===== src/rtl/rgb_led_driver_pkg.sv =====
// rgb_led_driver_pkg: shared colour-bit indices and FSM state type
// for the RGB LED PWM fade driver.
package rgb_led_driver_pkg;

  localparam int R_IDX = 2;
  localparam int G_IDX = 1;
  localparam int B_IDX = 0;

  typedef enum logic {
    IDLE   = 1'b0,
    FADING = 1'b1
  } state_t;

endpackage


===== src/rtl/rgb_led_driver_if.sv =====
// rgb_led_driver_if: colour request in, PWM drive + busy out.
// master = light controller side, slave = LED driver side.
interface rgb_led_driver_if;

  logic       on_off;
  logic [2:0] colour;
  logic       led_r;
  logic       led_g;
  logic       led_b;
  logic       busy;

  modport master (
    output on_off, colour,
    input  led_r, led_g, led_b, busy
  );

  modport slave (
    input  on_off, colour,
    output led_r, led_g, led_b, busy
  );

endinterface


===== src/rtl/rgb_led_driver_pwm_channel.sv =====
// pwm_channel: one colour channel; saturating level fade on tick
// plus registered PWM compare. Ports: clk/rst, tick, pwm count, target -> led, at_target.
module pwm_channel #(
  parameter int PWM_BITS = 8,
  parameter int STEP     = 8
) (
  input  logic                clk,
  input  logic                rst,
  input  logic                i_tick,
  input  logic [PWM_BITS-1:0] i_pwm_cnt,
  input  logic [PWM_BITS-1:0] i_target,
  output logic                o_led,
  output logic                o_at_target
);

  localparam logic [PWM_BITS-1:0] MAX_V  = {PWM_BITS{1'b1}};
  localparam logic [PWM_BITS-1:0] STEP_V = PWM_BITS'(STEP);

  logic [PWM_BITS-1:0] r_level;
  logic [PWM_BITS-1:0] w_next;
  logic                r_led;

  // Gap is compared against STEP first so the add/sub never wraps.
  always_comb begin
    w_next = r_level;
    if (r_level < i_target) begin
      if ((i_target - r_level) <= STEP_V) w_next = i_target;
      else                                w_next = r_level + STEP_V;
    end else if (r_level > i_target) begin
      if ((r_level - i_target) <= STEP_V) w_next = i_target;
      else                                w_next = r_level - STEP_V;
    end
  end

  always_ff @(posedge clk or posedge rst) begin
    if (rst) begin
      r_level <= '0;
      r_led   <= 1'b0;
    end else begin
      if (i_tick) r_level <= w_next;
      // Full level forced high so no one-clock dip at counter wrap.
      r_led <= (r_level == MAX_V) ? 1'b1 : (i_pwm_cnt < r_level);
    end
  end

  assign o_led       = r_led;
  assign o_at_target = (r_level == i_target);

endmodule


===== src/rtl/rgb_led_driver.sv =====
// rgb_led_driver: colour code + on_off -> three fading PWM LED lines.
// Ports: clk, rst (async high), bus (slave: on_off, colour in; led_r/g/b, busy out).
module rgb_led_driver
  import rgb_led_driver_pkg::*;
#(
  parameter int PWM_BITS = 8,
  parameter int FADE_DIV = 1024,
  parameter int STEP     = 8
) (
  input  logic              clk,
  input  logic              rst,
  rgb_led_driver_if.slave   bus
);

  localparam int PRE_W = (FADE_DIV > 1) ? $clog2(FADE_DIV) : 1;
  localparam logic [PRE_W-1:0]    PRE_LAST = PRE_W'(FADE_DIV - 1);
  localparam logic [PWM_BITS-1:0] MAX_V    = {PWM_BITS{1'b1}};

  logic [PRE_W-1:0]    r_pre;
  logic [PWM_BITS-1:0] r_pwm;
  logic                w_tick;
  logic [PWM_BITS-1:0] w_tgt [3];
  logic [2:0]          w_led;
  logic [2:0]          w_at;
  state_t              r_state;
  state_t              w_next_state;

  assign w_tick = (r_pre == PRE_LAST);

  always_ff @(posedge clk or posedge rst) begin
    if (rst) begin
      r_pre <= '0;
      r_pwm <= '0;
    end else begin
      r_pre <= w_tick ? '0 : r_pre + 1'b1;
      r_pwm <= r_pwm + 1'b1;
    end
  end

  for (genvar gi = 0; gi < 3; gi++) begin : g_ch
    assign w_tgt[gi] = (bus.on_off && bus.colour[gi]) ? MAX_V : '0;

    pwm_channel #(
      .PWM_BITS (PWM_BITS),
      .STEP     (STEP)
    ) u_ch (
      .clk         (clk),
      .rst         (rst),
      .i_tick      (w_tick),
      .i_pwm_cnt   (r_pwm),
      .i_target    (w_tgt[gi]),
      .o_led       (w_led[gi]),
      .o_at_target (w_at[gi])
    );
  end

  always_ff @(posedge clk or posedge rst) begin
    if (rst) r_state <= IDLE;
    else     r_state <= w_next_state;
  end

  always_comb begin
    w_next_state = r_state;
    unique case (r_state)
      IDLE:   if (!(&w_at)) w_next_state = FADING;
      FADING: if (&w_at)    w_next_state = IDLE;
    endcase
  end

  assign bus.led_r = w_led[R_IDX];
  assign bus.led_g = w_led[G_IDX];
  assign bus.led_b = w_led[B_IDX];
  assign bus.busy  = (r_state == FADING);

endmodule


===== src/flat_wrapper.sv =====
// flat-port wrapper written by rule: the top's interface ports become plain ports
module rgb_led_driver_flat import rgb_led_driver_pkg::*;
#(
  parameter int PWM_BITS = 8,
  parameter int FADE_DIV = 1024,
  parameter int STEP     = 8
)
  (clk, rst, bus_on_off, bus_colour, bus_led_r, bus_led_g, bus_led_b, bus_busy);
  rgb_led_driver_if bus_i ();
  input  logic clk;
  input  logic rst;
  input wire logic [$bits(bus_i.on_off)-1:0] bus_on_off;
  input wire logic [$bits(bus_i.colour)-1:0] bus_colour;
  output wire logic [$bits(bus_i.led_r)-1:0] bus_led_r;
  output wire logic [$bits(bus_i.led_g)-1:0] bus_led_g;
  output wire logic [$bits(bus_i.led_b)-1:0] bus_led_b;
  output wire logic [$bits(bus_i.busy)-1:0] bus_busy;
  assign bus_i.on_off = bus_on_off;
  assign bus_i.colour = bus_colour;
  assign bus_led_r = bus_i.led_r;
  assign bus_led_g = bus_i.led_g;
  assign bus_led_b = bus_i.led_b;
  assign bus_busy = bus_i.busy;
  rgb_led_driver #(.PWM_BITS(PWM_BITS), .FADE_DIV(FADE_DIV), .STEP(STEP)) u_core (.clk(clk), .rst(rst), .bus(bus_i));
endmodule

===== config.mk =====
export PLATFORM = sky130hd
export DESIGN_NAME = rgb_led_driver_flat
export DESIGN_NICKNAME = d
export VERILOG_FILES = /design/src/rtl/rgb_led_driver_pkg.sv /design/src/rtl/rgb_led_driver_if.sv /design/src/rtl/rgb_led_driver_pwm_channel.sv /design/src/rtl/rgb_led_driver.sv /design/src/flat_wrapper.sv
export SDC_FILE = /design/constraint.sdc
export NUM_CORES = 1
export LEC_CHECK = 0
export ABC_AREA = 1
export CORE_ASPECT_RATIO = 0.6
export CORE_MARGIN = 2
export CORE_UTILIZATION = 60
export CTS_CLUSTER_DIAMETER = 50
export DETAILED_ROUTE_END_ITERATION = 10
export PLACE_DENSITY = 0.77
export SLEW_MARGIN = 20
export SYNTH_ARGS = -nofsm -noshare
export SYNTH_HDL_FRONTEND = slang
export SYNTH_SLANG_ARGS = --single-unit

===== constraint.sdc =====
create_clock -name clk -period 5.54 [get_ports clk]
set_clock_uncertainty 0.15 [all_clocks]
set_input_delay 1.108 -clock clk [delete_from_list [all_inputs] [get_ports clk]]
set_output_delay 1.108 -clock clk [all_outputs]
set_load 0.1 [all_outputs]

==> metrics.cfg <==
[pwr]
p_leak_nw=2.84
p_per_area_nw_per_um2=179
vdd_ir_drop_max_uv=139

[yosys]
synth_fa_ha_area_share_pct=20.6
synth_area_sq_um=4710
syn_nets=758
ys.flop_type=dfrtp_1
synthTopCellsByArea=dfrtp_1 (21%), ha_1 (18%), nand2_1 (15%), nand3_1 (9.8%), inv_1 (7.7%)
synth_cells=678
synth_top_area_cell=dfrtp_1
ys_ff_latch=40
yosysSeqAreaShare_pct=21.3
synth_top_area_share_pct=21.3
synth_edf_count=0
post-synth-top-count-cell=nand2_1
synthDistinctLibCells=33
syn-mean-instance-area_sq_um=6.94
ys_top_cells_by_count=nand2_1 (187), inv_1 (97), nand3_1 (92)
synth-simple-area-share_pct=37.6
synth_top_family_by_area=simple AND/OR/NAND/NOR gates
async_flop_share_pct=100
synth-compound-area-share_pct=6.91
synthXorXnorAreaFrac_pct=5.21
synth_mux_area_share_pct=0
yosysWarnings=0

[worst_setup_path]
crit_path_cell_trace=clkdlybuf4s50_1 > nand2_1 > inv_1 > ha_1 > inv_1 > fa_1 > nor2_1 > nor2_1 > nand3_2 > nand2_1 > nor2_4 > nand3_1 > nand3_1 > nand3_1 > o21ai_0
arrival_ns=4.20
worstSetupPathType=in2reg
cp_num_buf_inv=3
cp-end-kind=flop
crit_path_frequent_cell=nand3_1
path_depth=15
critPathMaxStageDelay_ns=0.54
reg2reg_depth=14
required_ns=5.60
cp-start-kind=input pin
path_delay_family=simple AND/OR/NAND/NOR gates
critical-path-slowest-cell=clkdlybuf4s50_1
crit_fanout=12

[placement]
gp_congestion=1.01
dp_hpwl_um=9820
io_buffers=9

[detailed_routing]
avgRoutedWirePerCell_um=15.5
wl_um=12400
viasPerCell=5.81
first_pass_iters=5
dr.first_iter.drc_count=677
drc=0
drtAntennaViolNets=0
num_vias=4639

[clock_network]
postCtsSetupRepairBufs=0
path_clk_slew_ns=0.07
htree_levels=2
hold_buffers=0
cts_root_buffer=clkbuf_16
cts_tree=done
cts_made_buffers=5
cts.path.max_buffers=2
cts_resized=0
cts.sinks=40
clk_latency_ns=0.29

[floorplanning]
die_h_um=72.6
die_w_um=118
initial_utilization_pct=63.5
rows=24
core_region_area_sq_um=7420
dieArea_sq_um=8590
pin_count=10

[sta]
fmax_mhz=242
final.setup.tns_ns=0
hold_viol_final=0
tightest_slew_ns=0.984
drv_slew=0
period_minus_slack_ns=4.14
slew_headroom_pct=34.2
rsz0062_at_grt=false
finalSetupViolations=0
fin_hold_ws_ns=0.374
fin_crit_sh_pct=74.6

[worst_hold_path]
hold_class=reg2reg
hold_depth=1

[flow_run]
cap_viol_max_count=0

[cells_and_area]
synthToLayoutAreaGrowth_pct=8.24
drive_gt1_share_pct=7.78
antenna_cells=0
fin_nets=773

[global_route]
grt_pass1_wl_um=20900
grtUsageTotal_pct=30.4
overflow=0
grt_pass1_vias=4293
grt_max_degree=41
antenna_found_initial=0

[run_status]
status=finished clean

## cell families after synthesis
group | count (synthesis)
compound gates | 54
xor+xnor | 28
fa+ha+maj | 74
buf+inv | 104
simple gates | 378
flops | 40
## power by group
part / leakage, nW / internal, W / switching (W)
Combinational: 2.23 / 0.0000857 / 0.000187
Sequential: 0.523 / 0.000295 / 0.00000373
Clock: 0.0804 / 0.000214 / 0.000129
Total: 2.84 / 0.000595 / 0.000320
## sequential cells by signal, indices dropped and copies added, names as in the netlist
register	flops
u_core.g_ch.u_ch.o_led	3
u_core.bus.busy	1
u_core.r_pwm	8
u_core.g_ch.u_ch.r_level	18
u_core.r_pre	10
## cells in the final DEF (no fill, tap or decap), drive strengths merged
master / netlist / routed
a21boi: 3 / 3
a21oi: 22 / 22
buf: 1 / 1
bufinv: 0 / 1
clkbuf: 1 / 5
clkdlybuf4s50: 0 / 9
clkinv: 2 / 2
clkinvlp: 0 / 1
dfrtp: 40 / 40
fa: 6 / 6
ha: 68 / 68
inv: 100 / 101
nand2: 206 / 206
nand3: 97 / 97
nand3b: 2 / 2
nand4: 17 / 17
nor2: 50 / 50
nor3: 3 / 3
o211ai: 6 / 6
o21a: 2 / 2
o21ai: 16 / 16
o21bai: 2 / 2
o41ai: 3 / 3
or2: 3 / 3
xnor2: 4 / 4
xor2: 24 / 24
## final timing paths
| check | end | slack, ns | start |
|---|---|---|---|
| worst max-delay path | u_core.g_ch[1].u_ch.r_level[7]$_DFFE_PP0P_ | 1.40 | bus_on_off |
| worst min-delay path | u_core.r_pre[2]$_DFF_PP0_ | 0.37 | u_core.r_pre[2]$_DFF_PP0_ |
| worst max register to register | u_core.g_ch[2].u_ch.r_level[3]$_DFFE_PP0P_ | 2.80 | u_core.g_ch[2].u_ch.r_level[5]$_DFFE_PP0P_ |
| worst min register to register | u_core.r_pre[2]$_DFF_PP0_ | 0.37 | u_core.r_pre[2]$_DFF_PP0_ |
| max in group asynchronous | u_core.g_ch[0].u_ch.r_level[4]$_DFFE_PP0P_ | 3.74 | rst |
| min in group asynchronous | u_core.g_ch[2].u_ch.r_level[5]$_DFFE_PP0P_ | 1.11 | rst |
## worst reg2reg max path, stage by stage (launching register included)
cell and delay (ns):
dfrtp_1 0.50, inv_1 0.17, ha_1 0.43, nand2_1 0.09, nand2_1 0.07, nand3_1 0.07, nand3_1 0.10, a21oi_1 0.39
inv_1 0.20, nand2_1 0.15, nand2_1 0.09, nand2_1 0.07, nand2_1 0.05, nand2_1 0.05, nand2_1 0.05
## per-layer routing
layer / track usage, % / up-vias / part of all wire, %
met5: 0 / - / 0
met4: 6.16 / 0 / 0.95
met3: 6.25 / 17 / 11
met2: 45.0 / 270 / 40
met1: 46.0 / 2131 / 48
li1: - / 2221 / -
## metrics by stage
stage                     util, %  std cells  power (W)  setup WS, ns  cell area, sq um
after detailed placement     66.4        790   0.000568          1.14              4920
after CTS                    68.7        798   0.000910          1.44              5100
after global routing         68.7        798   0.000960          1.12              5100
final                        68.7        798   0.000915          1.40              5100
after global placement       66.4        790   0.000565          1.10              4920
after floorplan                 -        678   0.000511          2.17              4710
## cell type report
| class | count | area (sq um) |
|---|---|---|
| clock buffer | 5 | 125 |
| clock inverter | 3 | 46.3 |
| fill | 643 | 2320 |
| inverter | 102 | 383 |
| multi-input combinational | 534 | 3310 |
| sequential | 40 | 1000 |
| tap | 104 | 130 |
| timing repair buffer | 10 | 97.6 |
No activity file was read; power rests on OpenSTA's default activity.
==> patch: new RTL, same settings <==
`FADE_DIV` is set to 1024 in 2 places; all go to 512.
--- a/src/rtl/rgb_led_driver.sv
+++ b/src/rtl/rgb_led_driver.sv
@@ -5,5 +5,5 @@
 #(
   parameter int PWM_BITS = 8,
-  parameter int FADE_DIV = 1024,
+  parameter int FADE_DIV = 512,
   parameter int STEP     = 8
 ) (
--- a/src/flat_wrapper.sv
+++ b/src/flat_wrapper.sv
@@ -3,5 +3,5 @@
 #(
   parameter int PWM_BITS = 8,
-  parameter int FADE_DIV = 1024,
+  parameter int FADE_DIV = 512,
   parameter int STEP     = 8
 )
Formal check against the unedited RTL: no difference found for any inputs over 10 cycles, from zero or initial values and one cycle with rst high; that may be too few to reach the edited logic, so the function may still have changed.
==> patch against the original RTL <==
  * Synthesized area down 0.64%
  * Design area decreased by 1.5%
  * Critical path type unchanged
  * Sequential cell count is 1 lower
  * Core utilization decreased by 1.0 points
  * Largest power group unchanged
  * Critical path depth increased by 2
  * Power down 6.2%
  * Clock power fell by 14%
  * Global-route usage shrank 1.8 points
  * Synthesized cell count up 1.2%
  * Routed wire length shrank 3.8%
  * Worst setup slack worse by 0.012 ns
==> patch: results (changes against the original RTL) <==
PortBufs - 9 (unchanged)
RD Place Congestion - 0.961 (-4.5%)
largest registers - u_core.g_ch.u_ch.r_level: 18 flops, u_core.r_pre: 9 flops, u_core.r_pwm: 8 flops
Slew Viols, Final - 0 (unchanged)
Area contributors post-synth - dfrtp_1, ha_1, nand2_1
met3 wire length - 1230 µm (-7.1%)
Setup Buffers After CTS - 0 (unchanged)
R2R Setup Slk - 2.57 ns (-0.23 ns)
Hold/Removal Path Class - register to register
worst vdd rail ir drop - 0.143 mV (+2.9%)
Ant. Diodes - 0 (unchanged)
Slowest cell on crit path - clkdlybuf4s50_1
P_leak - 2.73 nW (-3.6%)
Synth cell types - 32 (-3.0%)
DP HPWL - 9380 µm (-4.5%)
CTS Buffer Depth - 2 (unchanged)
drt initial violations - 493 (-27%)
Synth Area per Inst - 6.82 µm² (-1.8%)
Clock transition at path regs - 0.06 ns
synthesis warning total - 0 (unchanged)
Worst path max stage delay - 0.52 ns (-0.02 ns)
Pint - 0.000552 W (-7.2%)
syn nets - 767 (+1.2%)
vias in the first global route - 4,117 (-4.1%)
status - finished clean
largest net degree at the start of global routing - 40 (-2.4%)
# fillers - 647 (+0.62%)
Pre-Repair DR Iteration Count - 7 (+2)
Top delay family on crit path - simple AND/OR/NAND/NOR gates
H-tree levels - 2 (unchanged)
met2 WL - 4850 µm (-1.8%)
Placed Cells - 796 (+0.76%)
Layout Area Growth over Synthesis - 7.33%
Worst-Margin Slew - 0.974 ns (-0.00952 ns)
minimum clock period - 4.15 ns (+0.0115 ns)
TritonCTS Buffers - 5 (unchanged)
final net count - 780 (+0.91%)
All-Layer GR Usage - 28.6% (-1.8 points)
Post-synth top cells - nand2_1, inv_1, nand3_1, ha_1, nor2_1
Primary FF master, synth - dfrtp_1
cts repair resizes - 0 (unchanged)
Met1 Wirelength - 5740 µm (-3.8%)
WL/cell - 14.8 µm (-4.4%)
Hold WS - 0.319 ns (-0.0550 ns)
ratio of cells with drive above 1 in the final layout - 6.72% (-1.1 points)
initial antenna violation count - 0 (unchanged)
Area after DPL - 4870 µm² (-1.0%)
Place WS - 1.13 ns (-0.0114 ns)
via/cell ratio - 5.76 (-0.97%)
final wirelength - 11,900 µm (-3.8%)
Worst-Skew Late Latency - 0.29 ns (about the same)
first-pass GRT wire length - 19,600 µm (-6.1%)
Critical Path Fanout Max - 12 (unchanged)
Seq/Total Area, Yosys - 20.9% (-0.40 points)
WP data arrival - 4.17 ns (-0.03 ns)
uppermost layer routed - met4
[patch: path summary, 6_finish.rpt]
path,from,endpoint,cells after the start
worst max-delay path,bus_on_off,u_core.g_ch[1].u_ch.r_level[3],17
worst min-delay path,u_core.r_pre[0],u_core.r_pre[0],1
worst max register to register,u_core.r_pre[0],u_core.g_ch[0].u_ch.r_level[1],13
worst min register to register,u_core.r_pre[0],u_core.r_pre[0],1
max in group asynchronous,rst,u_core.g_ch[0].u_ch.r_level[1],3
min in group asynchronous,rst,u_core.r_pwm[0],3
[patch: power groups by stage]
stage / logic, W / registers (W) / clock network, W
after floorplan: 0.000204 / 0.000302 / 0
after CTS: 0.000263 / 0.000291 / 0.000297
after global routing: 0.000303 / 0.000291 / 0.000313
after global placement: 0.000256 / 0.000296 / 0
final: 0.000271 / 0.000291 / 0.000296
after detailed placement: 0.000262 / 0.000296 / 0
[patch: logic make-up (layout without fill, tap and decap cells)]
family,Yosys count,in the layout,synth area share [%]
flip-flops,39,39,20.9
adder cells (fa/ha/maj),75,75,21.0
AO/OA/AOI/OAI,66,66,8.00
buffers and inverters,99,112,8.32
XOR/XNOR,21,21,3.93
AND/OR/NAND/NOR,386,386,37.9
[patch: area by class of cell]
class | instances | share of cell area (%)
multi-input combinational | 548 | 66.0
timing repair buffer | 10 | 1.94
clock buffer | 6 | 2.77
clock inverter | 1 | 0.174
tap | 104 | 2.59
inverter | 95 | 7.10
sequential | 39 | 19.4
[patch: per-layer routing]
metal  track usage (%)  vias to the layer above
met4              4.28                        0
met3              5.90                       11
met2              42.9                      192
met1              43.3                     2152
met5                 0                        -
li1                  -                     2268
